<file path="config.mk">
export PLATFORM = sky130hd
export DESIGN_NAME = rs_issue_sched
export DESIGN_NICKNAME = d
export VERILOG_FILES = /design/src/rtl/rs_pkg.sv /design/src/rtl/rs_age_matrix.sv /design/src/rtl/rs_issue_sched.sv
export SDC_FILE = /design/constraint.sdc
export NUM_CORES = 1
export LEC_CHECK = 0
export BUFFER_PORTS_ARGS = -buffer_cell sky130_fd_sc_hd__clkbuf_2
export CAP_MARGIN = 15
export CORE_UTILIZATION = 35
export CTS_CLUSTER_SIZE = 8
export DETAILED_ROUTE_END_ITERATION = 12
export PLACE_DENSITY = 0.52
export SYNTH_ARGS = -nofsm -noshare
export SYNTH_HDL_FRONTEND = slang
export SYNTH_SLANG_ARGS = --single-unit
</file>
<file path="constraint.sdc">
create_clock -name clk -period 8.1 [get_ports clk]
set_input_delay 2.025 -clock clk [delete_from_list [all_inputs] [get_ports clk]]
set_output_delay 2.025 -clock clk [all_outputs]
set_load 0.05 [all_outputs]
</file>
<file path="src/rtl/rs_pkg.sv">
// Shared sizing and entry-state encoding for the reservation-station issue scheduler.
package rs_pkg;
  localparam int NUM_ENT = 8;
  localparam int TAG_W   = 4;
  localparam int IDX_W   = 3;

  typedef enum logic [1:0] {ST_FREE, ST_WAIT, ST_READY, ST_GRANT} ent_st_e;
endpackage

</file>
<file path="src/rtl/rs_age_matrix.sv">
// Age matrix: tracks allocation order of live entries and picks the oldest READY one.
module rs_age_matrix #(
  parameter int NUM_ENT = rs_pkg::NUM_ENT
) (
  input  logic                     clk,
  input  logic                     rst,
  input  logic                     flush,
  input  logic                     alloc_en,
  input  logic [rs_pkg::IDX_W-1:0] alloc_idx,
  input  logic [NUM_ENT-1:0]       busy,
  input  logic                     free_en,
  input  logic [rs_pkg::IDX_W-1:0] free_idx,
  input  logic [NUM_ENT-1:0]       ready,
  output logic                     cand_valid,
  output logic [rs_pkg::IDX_W-1:0] cand_idx
);
  import rs_pkg::*;

  // older_q[i][j] set means entry j was allocated before entry i
  logic [NUM_ENT-1:0][NUM_ENT-1:0] older_q;
  logic [NUM_ENT-1:0]              cand;

  always_comb begin
    cand     = '0;
    cand_idx = '0;
    for (int i = 0; i < NUM_ENT; i++)
      cand[i] = ready[i] & ~|(older_q[i] & ready);
    for (int i = NUM_ENT-1; i >= 0; i--)
      if (cand[i]) cand_idx = IDX_W'(i);
  end
  assign cand_valid = |cand;

  always_ff @(posedge clk or posedge rst) begin
    if (rst) begin
      older_q <= '0;
    end else if (flush) begin
      older_q <= '0;
    end else begin
      for (int i = 0; i < NUM_ENT; i++)
        for (int j = 0; j < NUM_ENT; j++)
          // freeing wins over a same-cycle allocation that saw the entry as busy
          if (free_en && (free_idx == IDX_W'(i) || free_idx == IDX_W'(j)))
            older_q[i][j] <= 1'b0;
          else if (alloc_en && alloc_idx == IDX_W'(i))
            older_q[i][j] <= busy[j];
    end
  end
endmodule

</file>
<file path="src/rtl/rs_issue_sched.sv">
// Reservation-station scheduler: allocation, CDB wakeup, oldest-ready select, registered grant.
module rs_issue_sched #(
  parameter int NUM_ENT = rs_pkg::NUM_ENT,
  parameter int TAG_W   = rs_pkg::TAG_W
) (
  input  logic                     clk,
  input  logic                     rst,
  input  logic                     alloc_valid,
  input  logic [TAG_W-1:0]         alloc_tag1,
  input  logic [TAG_W-1:0]         alloc_tag2,
  input  logic                     alloc_rdy1,
  input  logic                     alloc_rdy2,
  output logic                     avail,
  output logic [rs_pkg::IDX_W-1:0] alloc_idx,
  input  logic                     cdb_valid,
  input  logic [TAG_W-1:0]         cdb_tag,
  output logic                     issue_valid,
  output logic [rs_pkg::IDX_W-1:0] issue_idx,
  input  logic                     issue_ready,
  input  logic                     flush,
  output logic [3:0]               count
);
  import rs_pkg::*;

  ent_st_e [NUM_ENT-1:0]            st_q;
  logic    [NUM_ENT-1:0]            w1_q, w2_q, w1_nx, w2_nx;
  logic    [NUM_ENT-1:0][TAG_W-1:0] t1_q, t2_q;
  logic    [NUM_ENT-1:0]            free_v, rdy_v;
  logic                             cand_vld, fire, load, alloc_en, byp1, byp2;
  logic    [IDX_W-1:0]              cand_idx;

  always_comb begin
    free_v    = '0;
    rdy_v     = '0;
    w1_nx     = '0;
    w2_nx     = '0;
    alloc_idx = '0;
    for (int i = 0; i < NUM_ENT; i++) begin
      free_v[i] = (st_q[i] == ST_FREE);
      rdy_v[i]  = (st_q[i] == ST_READY);
      w1_nx[i]  = w1_q[i] & ~(cdb_valid && t1_q[i] == cdb_tag);
      w2_nx[i]  = w2_q[i] & ~(cdb_valid && t2_q[i] == cdb_tag);
    end
    for (int i = NUM_ENT-1; i >= 0; i--)
      if (free_v[i]) alloc_idx = IDX_W'(i);
  end

  assign avail    = |free_v;
  assign count    = 4'($countones(~free_v));
  assign fire     = issue_valid & issue_ready;
  assign load     = ~issue_valid | issue_ready;
  assign alloc_en = alloc_valid & avail;
  // same-cycle CDB result counts as already available
  assign byp1     = alloc_rdy1 | (cdb_valid && cdb_tag == alloc_tag1);
  assign byp2     = alloc_rdy2 | (cdb_valid && cdb_tag == alloc_tag2);

  rs_age_matrix #(.NUM_ENT(NUM_ENT)) u_age (
    .clk        (clk),
    .rst        (rst),
    .flush      (flush),
    .alloc_en   (alloc_en),
    .alloc_idx  (alloc_idx),
    .busy       (~free_v),
    .free_en    (fire),
    .free_idx   (issue_idx),
    .ready      (rdy_v),
    .cand_valid (cand_vld),
    .cand_idx   (cand_idx)
  );

  always_ff @(posedge clk or posedge rst) begin
    if (rst) begin
      st_q        <= {NUM_ENT{ST_FREE}};
      w1_q        <= '0;
      w2_q        <= '0;
      t1_q        <= '0;
      t2_q        <= '0;
      issue_valid <= 1'b0;
      issue_idx   <= '0;
    end else if (flush) begin
      st_q        <= {NUM_ENT{ST_FREE}};
      w1_q        <= '0;
      w2_q        <= '0;
      issue_valid <= 1'b0;
      issue_idx   <= '0;
    end else begin
      for (int i = 0; i < NUM_ENT; i++) begin
        w1_q[i] <= w1_nx[i];
        w2_q[i] <= w2_nx[i];
        if (st_q[i] == ST_WAIT && !w1_nx[i] && !w2_nx[i]) st_q[i] <= ST_READY;
        if (load && cand_vld && cand_idx == IDX_W'(i))    st_q[i] <= ST_GRANT;
        if (fire && issue_idx == IDX_W'(i))               st_q[i] <= ST_FREE;
        if (alloc_en && alloc_idx == IDX_W'(i)) begin
          st_q[i] <= (byp1 && byp2) ? ST_READY : ST_WAIT;
          w1_q[i] <= ~byp1;
          w2_q[i] <= ~byp2;
          t1_q[i] <= alloc_tag1;
          t2_q[i] <= alloc_tag2;
        end
      end
      if (load) begin
        issue_valid <= cand_vld;
        if (cand_vld) issue_idx <= cand_idx;
      end
    end
  end
endmodule

</file>
== Word-level counts from Yosys, hierarchy flattened ==
Cells that the tools add are included.

* Register bits: 164
* Output and inout bits: 12

* Add/sub/neg operators: 7
* Equality and inequality tests: 55
* Multiplexer cells: 202
* Bitwise logic cells: 58
* Reduce and logical (&&, ||, !) cells: 244

{| class="wikitable"
|+ Operator list
! kind !! count
|-
| 3-bit nonzero test || 64
|-
| 1-bit 2-to-1 mux || 146
|-
| 1-bit logical AND || 88
|-
| 8-bit OR reduction || 10
|-
| 4-bit == test || 18
|-
| 2-bit 2-to-1 mux || 33
|-
| 8-bit AND || 8
|-
| 64-bit 2-to-1 mux || 1
|-
| 3-bit 2-to-1 mux || 19
|-
| 5-bit nonzero test || 8
|-
| 3-bit == test (second input constant) || 12
|-
| 1-bit logical OR || 28
|-
| 1-bit AND || 26
|-
| 1-bit zero test || 24
|-
| 1-bit inverter || 20
|-
| 3-bit by 2-bit == test with 1-bit output (second input constant) || 6
|-
| 2-bit AND reduction || 9
|-
| 2-bit by 1-bit == test with 1-bit output (second input constant) || 8
|-
| 2-bit == test (second input constant) || 8
|-
| 2-bit zero test || 8
|-
| 16-bit 2-to-1 mux || 1
|-
| 8-bit 2-to-1 mux || 2
|-
| 3-bit by 1-bit == test with 1-bit output (second input constant) || 3
|-
| 3-bit zero test || 3
|-
| other kinds (6) || 13
|}

== Longest topological paths before layout ==
* Word-level depth: 19
* Mapped depth: 11

== Hierarchy ==
From an unflattened synthesis, not the netlist that was laid out.

* Cell total of the unflattened synthesis: 906
* Area, all modules: 9,275.1 um^2

{| class="wikitable"
|+ By module, submodules not included
! module !! instances !! cells each !! area each (um^2)
|-
| rs_issue_sched || 1 || 519 || 5,718.0
|-
| rs_age_matrix || 1 || 387 || 3,557.2
|}

== Worst setup path before layout ==
No wires, ideal clock.

* Path kind: register to output
* From: reg st_q[0] (netlist name)
* To: out count[2]
* Arrival: 3.881 ns
* Required time: 6.075 ns
* Setup slack: 2.194 ns
* Stages on the path, launching flop included: 12
* Buffers on the path: 1
* Path through: dfrtp_1 > or2_2 > clkbuf_1 > inv_1 > fa_1 > fa_1 > fa_1 > inv_1 > ha_1 > inv_1 > fa_1 > xnor2_1

* Word-level cells in the longest chain between the ends: 5

{| class="wikitable"
|+ Ends and longest elaborated chain
! item !! RTL line !! source
|-
| from (decl) || rs_issue_sched.sv:25 || <nowiki>ent_st_e [NUM_ENT-1:0] st_q;</nowiki>
|-
| from (signal assigned) || rs_issue_sched.sv:73 || <nowiki>st_q <= {NUM_ENT{ST_FREE}};</nowiki>
|-
| from (signal assigned) || rs_issue_sched.sv:81 || <nowiki>st_q <= {NUM_ENT{ST_FREE}};</nowiki>
|-
| from (signal, indexed assignment) || rs_issue_sched.sv:94 || <nowiki>st_q[i] <= (byp1 && byp2) ? ST_READY : ST_WAIT;</nowiki>
|-
| 2-bit zero test || rs_issue_sched.sv:39 || <nowiki>free_v[i] = (st_q[i] == ST_FREE);</nowiki>
|-
| 8-bit inverter || rs_issue_sched.sv:49 || <nowiki>assign count = 4'($countones(~free_v));</nowiki>
|-
| 1-bit by 1-bit adder with 2-bit output (implied by the code) || rs_issue_sched.sv:49 ||
|-
| 2-bit by 2-bit adder with 3-bit output (implied by the code) || rs_issue_sched.sv:49 ||
|-
| 3-bit by 3-bit adder with 4-bit output (implied by the code) || rs_issue_sched.sv:49 ||
|-
| to (decl) || rs_issue_sched.sv:21 || <nowiki>output logic [3:0] count</nowiki>
|}

Every way passes these cells.

== Worst setup path after layout ==
* From: reg st_q[3] (netlist name)
* To: out count[1]

The elaborated chain is that of the path after synthesis.

==> results.toml <==
[logic_synthesis]
syn_area_sq_um = 8610
post_synth_main_area_contributors = "dfrtp_1, mux2_2, xor2_1, nor2_1, nand2_1"
synth_top_cell_area_share_pct = 47.6
synth-edff-count = 0
yosysMostFrequentCell = "dfrtp_1"
synthTopCellsByCount = "dfrtp_1, nor2_1, mux2_2, nand2_1, xor2_1"
synth_cell_types = 66
synth_nets = 870
async_flop_share_pct = 100
syn_inst = 842
syn_area_per_cell_sq_um = 10.2
synth_area_leader_cell = "dfrtp_1"
seq_area_frac_synth_pct = 47.6
synth_ff_type = "dfrtp_1"
ys_ff_latch = 164
yosysWarnings = 0

[route]
drt-initial-drc-count = 546
drc = 0
wirelength_um = 26500
ant_nets = 0
viasPerCell = 5.58
via_count = 6617
route.detailed.wl_per_inst_um = 22.3
firstDrtPassIters = 6

[cts]
postCtsSetupBuffers = 0
clk_path_buf_depth = 2
clk_latency_ns = 0.44
clock_sinks = 164
cts_resized = 0
cts_hold_buffers = 0
cts_tree = "built"
h-tree-depth = 4
cts_made_buffers = 17
clk_pin_slew_ns = 0.07
ctsRootBufferMaster = "clkbuf_16"

[floorplan]
rows = 57
start_util_pct = 35.5
design.core.area_sq_um = 24200
ios = 32
die-area_sq_um = 25200
fp.dieW_um = 159
die_h_um = 159

[setup_path]
cp-start-kind = "register"
crit_type = "reg -> out"
end_kind = "primary output"
r2r-start = "st_q[0]"
cp-startpoint = "st_q[3]"
cp.arrival_ns = 4.05
critPathMaxFanout = 9
crit_required_ns = 6.08

[pwr]
irDropWorstVdd_uv = 166
p_per_area_nw_per_um2 = 272
total_power_mw = 2.63
leakagePower_nw = 4.34

[placement]
dp.cells = 1154
gp_congestion = 0.874
dpl_cell_area_sq_um = 9070
dp_hpwl_um = 18600
port_buffers = 31

[sta]
hold_viol = 0
finalCritPeriodShare_pct = 75.0
finClkSkew_ns = 0.00972
slew_headroom_pct = 18.5
rsz0062_at_grt = "no"
tns_ns = 0
drv_slew = 0
setup_viol = 0
tightest_slew_ns = 1.21
max_freq_mhz = 165
finalCriticalPeriod_ns = 6.08

[finish]
area_growth_syn_to_layout_pct = 12.1
fillers = 2437
n_antenna_cell = 0
drive_gt1_share_pct = 19.8
multi_input_area_sq_um = 4160
final_area_sq_um = 9650
seq_area_sq_um = 4100
finalNonFillerCells = 1186
finalNetCount = 877

[hold_path]
hold_class = "reg -> reg"
holdCritStartpoint = "u_age.older_q[45]"

[global_routing]
antenna_found_initial = 0
grt_start_max_net_pins = 67
grt-ovfl-total = 0
gr-usage-all-layers_pct = 21.9
grt_pass1_wl_um = 41400
grt_pass1_vias = 6593

[job]
maxCapViolations = 0

[run_status]
outcome = "complete, no violations"
==> per-layer routing <==
metal  vias up  track usage (%)  part of all wire [%]
li1       3021                -                     -
met1      3344             30.3                    46
met2       209             33.7                    46
met3        43             5.15                   5.9
met4         0             6.86                   2.5
met5         -                0                     0
==> sequential cells by signal (all words and copies together) (netlist names) <==
signal         flops
issue_idx          3
t1_q              32
t2_q              32
w1_q               8
st_q              16
issue_valid        1
w2_q               8
u_age.older_q     64
==> stage by stage <==
step,setup WS (ns),utilization (%),hold slack [ns]
floorplan,1.64,-,0.446
global placement,2.51,37.4,0.481
detailed placement,2.47,37.4,0.492
CTS,2.00,39.8,0.507
global route,1.87,39.8,0.537
finish,2.02,39.8,0.505
==> critical path, cell delays in order (launching register included) <==
cell,delay [ns]
dfrtp_1,0.47
or2_2,0.43
inv_1,0.16
fa_1,0.46
fa_1,0.51
fa_1,0.54
inv_1,0.04
ha_1,0.20
inv_1,0.06
fa_1,0.40
inv_1,0.06
clkbuf_2,0.26
==> worst paths after layout <==
path | endpoint | slack, ns | cells past startpoint
setup / recovery | count[1] | 2.02 | 11
hold / removal | u_age.older_q[45] | 0.51 | 1
setup reg to reg | st_q[8] | 4.68 | 7
hold reg to reg | u_age.older_q[45] | 0.51 | 1
max in group asynchronous | u_age.older_q[45] | 5.28 | 3
min in group asynchronous | t2_q[3] | 1.66 | 2
==> logic make-up (layout without fill, tap and decap cells) <==
logic type,Yosys count,in the layout,share of synthesized area (%)
buffers and inverters,86,106,4.11
multiplexers,64,64,8.37
XOR/XNOR,73,73,7.42
flip-flops,164,164,47.6
AO/OA/AOI/OAI,161,161,13.6
AND/OR/NAND/NOR,286,286,17.4
adder cells (fa/ha/maj),8,8,1.51
==> cells in the final DEF (no fill, tap or decap), drive strengths merged, types with 5 or more instances in the layout <==
master   instances
dfrtp          164
nor2            95
mux2            64
nand2           53
xor2            53
clkbuf          49
a21oi           37
inv             32
nor3            30
a2111oi         21
xnor2           20
buf             20
o21ai           20
nand3b          18
o41ai           17
a211oi          15
a22oi           13
nand3           11
nor2b           11
nor4             9
or2              8
and3b            8
and3             8
and2             7
nand4            7
nand4b           5
==> area by class of cell <==
class                           count  area share (%)
Inverter                           23           0.946
Clock buffer                       18            4.45
Tap cell                          324            4.20
Sequential cell                   164            42.5
Multi-Input combinational cell    592            43.1
Clock inverter                     14            1.62
Timing Repair Buffer               51            3.16
==> power breakdown <==
group	total, mW	internal, mW	switching [mW]
Sequential	1.05	0.929	0.121
Combinational	0.768	0.271	0.497
Clock	0.810	0.415	0.396
Total	2.63	1.61	1.01
No activity file was read; power rests on OpenSTA's default activity.
